===== src/rtl/s0_rs_enc.sv =====
// Systematic RS(N,K) encoder over GF(2^8) (poly 0x11D, t=2): message symbols pass
// straight through, followed by four parity symbols from a generator-polynomial LFSR.
//
// Handshake: a message symbol is taken on any cycle with msg_vld && msg_rdy.
// msg_rdy comes from state only and drops during the four parity cycles.
// The enc_* outputs are a registered stream with no backpressure.
module s0_rs_enc #(
  parameter int N = 255,
  parameter int K = 251
) (
  input  logic       clk,
  input  logic       rstn,
  input  logic       msg_vld,
  input  logic       msg_sop,
  input  logic [7:0] msg_data,
  output logic       msg_rdy,
  output logic       enc_vld,
  output logic       enc_sop,
  output logic       enc_eop,
  output logic       enc_par,
  output logic [7:0] enc_data,
  output logic       enc_abort,
  output logic [1:0] dbg_state
);

  generate
    if (N > 255 || N - K != 4 || K < 1) begin : g_bad_param
      $error("s0_rs_enc: N must be <= 255 and N-K must be 4");
    end
  endgenerate

  localparam logic [7:0] K_CNT = 8'(K);
  // g(x) = x^4 + G3 x^3 + G2 x^2 + G1 x + G0
  localparam logic [7:0] G3 = 8'h0F;
  localparam logic [7:0] G2 = 8'h36;
  localparam logic [7:0] G1 = 8'h78;
  localparam logic [7:0] G0 = 8'h40;

  typedef enum logic [1:0] {
    ST_IDLE = 2'd0,
    ST_MSG  = 2'd1,
    ST_PAR  = 2'd2
  } state_e;

  state_e     state_q, state_d;
  logic [7:0] cnt_q, cnt_d;
  logic [7:0] pcnt_q, pcnt_d;
  logic [7:0] p3_q, p3_d, p2_q, p2_d, p1_q, p1_d, p0_q, p0_d;
  logic       enc_vld_q, enc_vld_d;
  logic       enc_sop_q, enc_sop_d;
  logic       enc_eop_q, enc_eop_d;
  logic       enc_par_q, enc_par_d;
  logic       enc_abort_q, enc_abort_d;
  logic [7:0] enc_data_q, enc_data_d;

  logic       acc;
  logic       restart;
  logic [7:0] fb;
  logic [7:0] pk2, pk1, pk0;
  logic [7:0] cnt_nxt;

  // Multiplication in GF(2^8) mod 0x11D; with a constant operand this folds to XORs.
  function automatic logic [7:0] gf_mul(input logic [7:0] a, input logic [7:0] b);
    logic [7:0] r;
    logic [7:0] x;
    r = 8'h00;
    x = a;
    for (int i = 0; i < 8; i++) begin
      if (b[i]) r = r ^ x;
      x = x[7] ? ((x << 1) ^ 8'h1D) : (x << 1);
    end
    return r;
  endfunction

  assign msg_rdy   = (state_q != ST_PAR);
  assign dbg_state = state_q;

  always_comb begin
    state_d     = state_q;
    cnt_d       = cnt_q;
    pcnt_d      = pcnt_q;
    p3_d        = p3_q;
    p2_d        = p2_q;
    p1_d        = p1_q;
    p0_d        = p0_q;
    enc_vld_d   = 1'b0;
    enc_sop_d   = 1'b0;
    enc_eop_d   = 1'b0;
    enc_par_d   = 1'b0;
    enc_abort_d = 1'b0;
    enc_data_d  = enc_data_q;

    acc     = msg_vld && msg_rdy;
    restart = acc && msg_sop;
    // A start-of-message symbol sees an all-zero LFSR, whatever was in flight.
    fb      = restart ? msg_data : (msg_data ^ p3_q);
    pk2     = restart ? 8'h00 : p2_q;
    pk1     = restart ? 8'h00 : p1_q;
    pk0     = restart ? 8'h00 : p0_q;
    cnt_nxt = restart ? 8'd1 : (cnt_q + 8'd1);

    case (state_q)
      ST_IDLE, ST_MSG: begin
        if (restart || (acc && state_q == ST_MSG)) begin
          p3_d        = pk2 ^ gf_mul(fb, G3);
          p2_d        = pk1 ^ gf_mul(fb, G2);
          p1_d        = pk0 ^ gf_mul(fb, G1);
          p0_d        = gf_mul(fb, G0);
          enc_vld_d   = 1'b1;
          enc_sop_d   = msg_sop;
          enc_abort_d = restart && (state_q == ST_MSG);
          enc_data_d  = msg_data;
          if (cnt_nxt == K_CNT) begin
            state_d = ST_PAR;
            cnt_d   = 8'd0;
            pcnt_d  = 8'd0;
          end else begin
            state_d = ST_MSG;
            cnt_d   = cnt_nxt;
          end
        end
      end
      ST_PAR: begin
        enc_vld_d  = 1'b1;
        enc_par_d  = 1'b1;
        enc_data_d = p3_q;
        p3_d       = p2_q;
        p2_d       = p1_q;
        p1_d       = p0_q;
        p0_d       = 8'h00;
        pcnt_d     = pcnt_q + 8'd1;
        if (pcnt_q == 8'd3) begin
          enc_eop_d = 1'b1;
          state_d   = ST_IDLE;
          pcnt_d    = 8'd0;
        end
      end
      default: begin
        state_d = ST_IDLE;
      end
    endcase
  end

  always_ff @(posedge clk or negedge rstn) begin
    if (!rstn) begin
      state_q     <= ST_IDLE;
      cnt_q       <= 8'd0;
      pcnt_q      <= 8'd0;
      p3_q        <= 8'h00;
      p2_q        <= 8'h00;
      p1_q        <= 8'h00;
      p0_q        <= 8'h00;
      enc_vld_q   <= 1'b0;
      enc_sop_q   <= 1'b0;
      enc_eop_q   <= 1'b0;
      enc_par_q   <= 1'b0;
      enc_abort_q <= 1'b0;
      enc_data_q  <= 8'h00;
    end else begin
      state_q     <= state_d;
      cnt_q       <= cnt_d;
      pcnt_q      <= pcnt_d;
      p3_q        <= p3_d;
      p2_q        <= p2_d;
      p1_q        <= p1_d;
      p0_q        <= p0_d;
      enc_vld_q   <= enc_vld_d;
      enc_sop_q   <= enc_sop_d;
      enc_eop_q   <= enc_eop_d;
      enc_par_q   <= enc_par_d;
      enc_abort_q <= enc_abort_d;
      enc_data_q  <= enc_data_d;
    end
  end

  assign enc_vld   = enc_vld_q;
  assign enc_sop   = enc_sop_q;
  assign enc_eop   = enc_eop_q;
  assign enc_par   = enc_par_q;
  assign enc_abort = enc_abort_q;
  assign enc_data  = enc_data_q;

endmodule


===== config.mk =====
export PLATFORM = sky130hd
export DESIGN_NAME = s0_rs_enc
export DESIGN_NICKNAME = d
export VERILOG_FILES = /design/src/rtl/s0_rs_enc.sv
export SDC_FILE = /design/constraint.sdc
export NUM_CORES = 1
export LEC_CHECK = 0
export CAP_MARGIN = 40
export CELL_PAD_IN_SITES_DETAIL_PLACEMENT = 1
export CELL_PAD_IN_SITES_GLOBAL_PLACEMENT = 2
export CORE_UTILIZATION = 37
export DETAILED_ROUTE_END_ITERATION = 16
export PLACE_DENSITY = 0.77
export REMOVE_ABC_BUFFERS = 1
export SLEW_MARGIN = 15
export SYNTH_ARGS = -nofsm -noshare
export SYNTH_HDL_FRONTEND = slang
export SYNTH_SLANG_ARGS = --single-unit

===== constraint.sdc =====
create_clock -name clk -period 2.7 [get_ports clk]
set_clock_uncertainty 0.1 [all_clocks]
set_input_delay 0.27 -clock clk [delete_from_list [all_inputs] [get_ports clk]]
set_output_delay 0.27 -clock clk [all_outputs]
set_load 0.01 [all_outputs]

==> flow_metrics.tcl <==
set metrics [dict create \
    outcome "complete, no violations" \
    r2r_end "p2_q[6]$_DFFE_PN0P_" \
    cp-end-kind "register" \
    met2_length_mm 5.732 \
    die_y_um 106.4 \
    synth.area.top_cells "dfrtp_1 (39%), xnor2_1 (10%), nand2_1 (6.2%)" \
    syn_to_final_growth_pct 20.61 \
    setup_slack_ns 0.2533 \
    drv_slew 0 \
    clk_pin_slew_ns 0.07 \
    r2r-start "dbg_state[1]$_DFFE_PN0P_" \
    power.total_uw 6066 \
    period_share_pct 90.62 \
    r2r_setup_slack_ns 0.25 \
    numCtsBuffers 9 \
    cts_tree "done" \
    gp_congestion 0.8243 \
    place_hpwl_mm 8.462 \
    yosysWarnings 0 \
    setup_violations 0 \
    cts_num_sinks 63 \
    die_w_um 106.4 \
    ir_drop_v 0.0005645 \
    drc 0 \
    grt_max_degree 47 \
    detailed_place.area_um2 4713 \
    cts_resized 0 \
    cts_max_level 3 \
    clockBufferDepth 2 \
    vias_per_cell 5.487 \
    io_buffers 27 \
    totalWireLength_mm 12.04 \
    grt_pass1_wl_mm 19.98 \
    timing.fmax_ghz 0.4087 \
    arrival_ns 2.58 \
    syn_avg_cell_area_um2 9.030 \
    async_flop_share_pct 100.0 \
    cp.required_ns 2.83 \
    power.density_nw_per_um2 1246 \
    synth_flop_cell "dfrtp_1" \
    rsz0062_at_grt "no" \
    num_vias 3495 \
    cts_root_buf "clkbuf_8" \
    reg2regPathDepth 9 \
    io_pins 28 \
    fp.dieArea_um2 11330 \
    p_leak_uw 0.002075 \
    antenna_cells 0 \
    synth_top_area_share_pct 39.06 \
    hold_path_startpoint "enc_data[2]$_DFFE_PN0P_" \
    clk_latency_ns 0.35 \
    cp_max_fo 32 \
    antenna_found_initial 0 \
    yosysSeqAreaShare_pct 39.06 \
    yosysUniqueCellTypes 49 \
    synth_edf_count 0 \
    cap_violations 0 \
    wl_met1_mm 5.870 \
    dr.pass1.iters 4 \
    tightest_slew_ns 0.6905 \
    ys_ff_latch 63 \
    nets 512 \
    grt_usage_pct 23.33 \
    wl_per_cell_um 18.90 \
    maxSlewHeadroom_pct 53.97 \
    row_count 37 \
    initial_core_util_pct 38.58 \
    top_layer "met4" \
    synth_area_leader_cell "dfrtp_1" \
    critPathKind "register to register" \
    holdPathEnd "enc_data[2]$_DFFE_PN0P_" \
    hold_depth 2 \
    grt-ovfl-total 0 \
    met3WireLength_um 238 \
    layout_min_cycle_time_ns 2.447 \
    timing.final.hold_violations 0 \
    hp-class "register to register" \
    first_global_vias 3774 \
    stdcell_area_um2 4868 \
    crit_path_start_kind "register" \
    drt_iter0_markers 141 \
    ant_nets 0 \
    syn_inst 447 \
    design.core.area_um2 10460 \
    syn_area_um2 4036 \
    layout-drive-gt1-share_pct 13.37 \
    place_ws_ns -0.05695 \
]
## sequential cells by signal, indices dropped and copies added, names as in the netlist
register,flops
enc_sop,1
p1_q,8
enc_abort,1
enc_vld,1
p0_q,8
dbg_state,2
cnt_q,8
p3_q,8
pcnt_q,8
enc_eop,1
enc_data,8
enc_par,1
p2_q,8
## power breakdown
part / total (µW) / switching (µW) / internal, µW
sequential: 1630 / 360 / 1270
clock: 693 / 372 / 321
combinational: 3740 / 1840 / 1900
## cell families (layout without fill, tap and decap cells)
| group | Yosys count | count (layout) | synth area share [%] |
|---|---|---|---|
| simple gates | 134 | 134 | 14.82 |
| compound gates | 133 | 133 | 20.83 |
| xor+xnor | 80 | 80 | 20.89 |
| flops | 63 | 63 | 39.06 |
| buf+inv | 33 | 87 | 3.286 |
| fa+ha+maj | 2 | 2 | 0.6199 |
| mux | 2 | 2 | 0.4960 |
## worst max-delay path by stage
stage | startpoint | to | slack, ns | cells past startpoint
3_5_place_dp | msg_vld | p3_q[4]$_DFFE_PN0P_ | -0.06 | 8
3_3_place_gp | msg_vld | p3_q[4]$_DFFE_PN0P_ | -0.02 | 8
6_report | dbg_state[1]$_DFFE_PN0P_ | p2_q[6]$_DFFE_PN0P_ | 0.25 | 9
4_1_cts | dbg_state[1]$_DFFE_PN0P_ | p3_q[4]$_DFFE_PN0P_ | 0.27 | 9
2_1_floorplan | dbg_state[0]$_DFFE_PN0P_ | p1_q[2]$_DFFE_PN0P_ | -1.51 | 5
5_1_grt | dbg_state[1]$_DFFE_PN0P_ | p2_q[6]$_DFFE_PN0P_ | 0.1 | 9
## metal layers
metal / vias to the layer above / track usage, %
met5: - / 0
met4: 0 / 7.730
met3: 16 / 4.108
met2: 29 / 38.45
met1: 1787 / 30.94
li1: 1663 / -
## cells in the mapped netlist (3+ instances only)
cell type  instances
o2bb2a_1           6
and2_1            10
o21a_1             3
nand3_1           15
buf_1              3
o31ai_1            3
dfrtp_1           63
nor3_1             7
clkbuf_1          23
a21oi_1           27
nor2_1            22
o22ai_1            9
o21ai_0           42
xnor3_1            3
inv_1              3
nand4_1            3
o21ai_1            3
a22oi_1           15
a22o_1             5
a31oi_1            4
xnor2_1           48
a211oi_1           4
and3_1             5
nand2_1           67
xor2_4             3
xor2_1            21
## final cells by class
type / instances / area [µm²]
fill: 1218 / 5594
multi-input combinational: 351 / 2338
sequential: 63 / 1577
timing repair buffer: 69 / 620.6
tap: 136 / 170.2
clock buffer: 12 / 135.1
inverter: 4 / 17.52
clock inverter: 2 / 10.01
## critical path, cell delays in order, from the launching register on
cell	delay (ns)
dfrtp_1	0.45
nand2b_4	0.08
inv_4	0.16
buf_12	0.23
o21ai_0	0.14
xor2_1	0.19
xnor2_1	0.38
xnor2_1	0.20
a21oi_1	0.09
o2bb2a_1	0.29
## per-stage QoR
step	hold slack, ns	TNS (ns)	util (%)	instances
6_report	0.3775	0	46.53	637
5_1_grt	0.4216	0	46.53	637
4_1_cts	0.3871	0	46.53	637
3_5_place_dp	0.2564	-0.2513	45.05	622
3_3_place_gp	0.2475	-0.03059	45.05	622
2_1_floorplan	-0.1256	-39.85	-	418
## layout by cell type, fill, tap and decap left out, drive strengths merged, types with 7 or more instances in the layout
| cell type | instances |
|---|---|
| nor3 | 7 |
| o22ai | 9 |
| xnor2 | 50 |
| dfrtp | 63 |
| and2 | 10 |
| a22oi | 15 |
| xor2 | 26 |
| a21oi | 28 |
| nand3 | 15 |
| o21ai | 47 |
| clkdlybuf4s50 | 26 |
| buf | 42 |
| nand2 | 68 |
| nor2 | 22 |
| clkbuf | 12 |
## timing repair
action	in CTS	in global routing
endpoints found under the hold margin	26	0
setup buffers	0	0
hold buffers	1	0
Power figures use the tool's default switching activity.
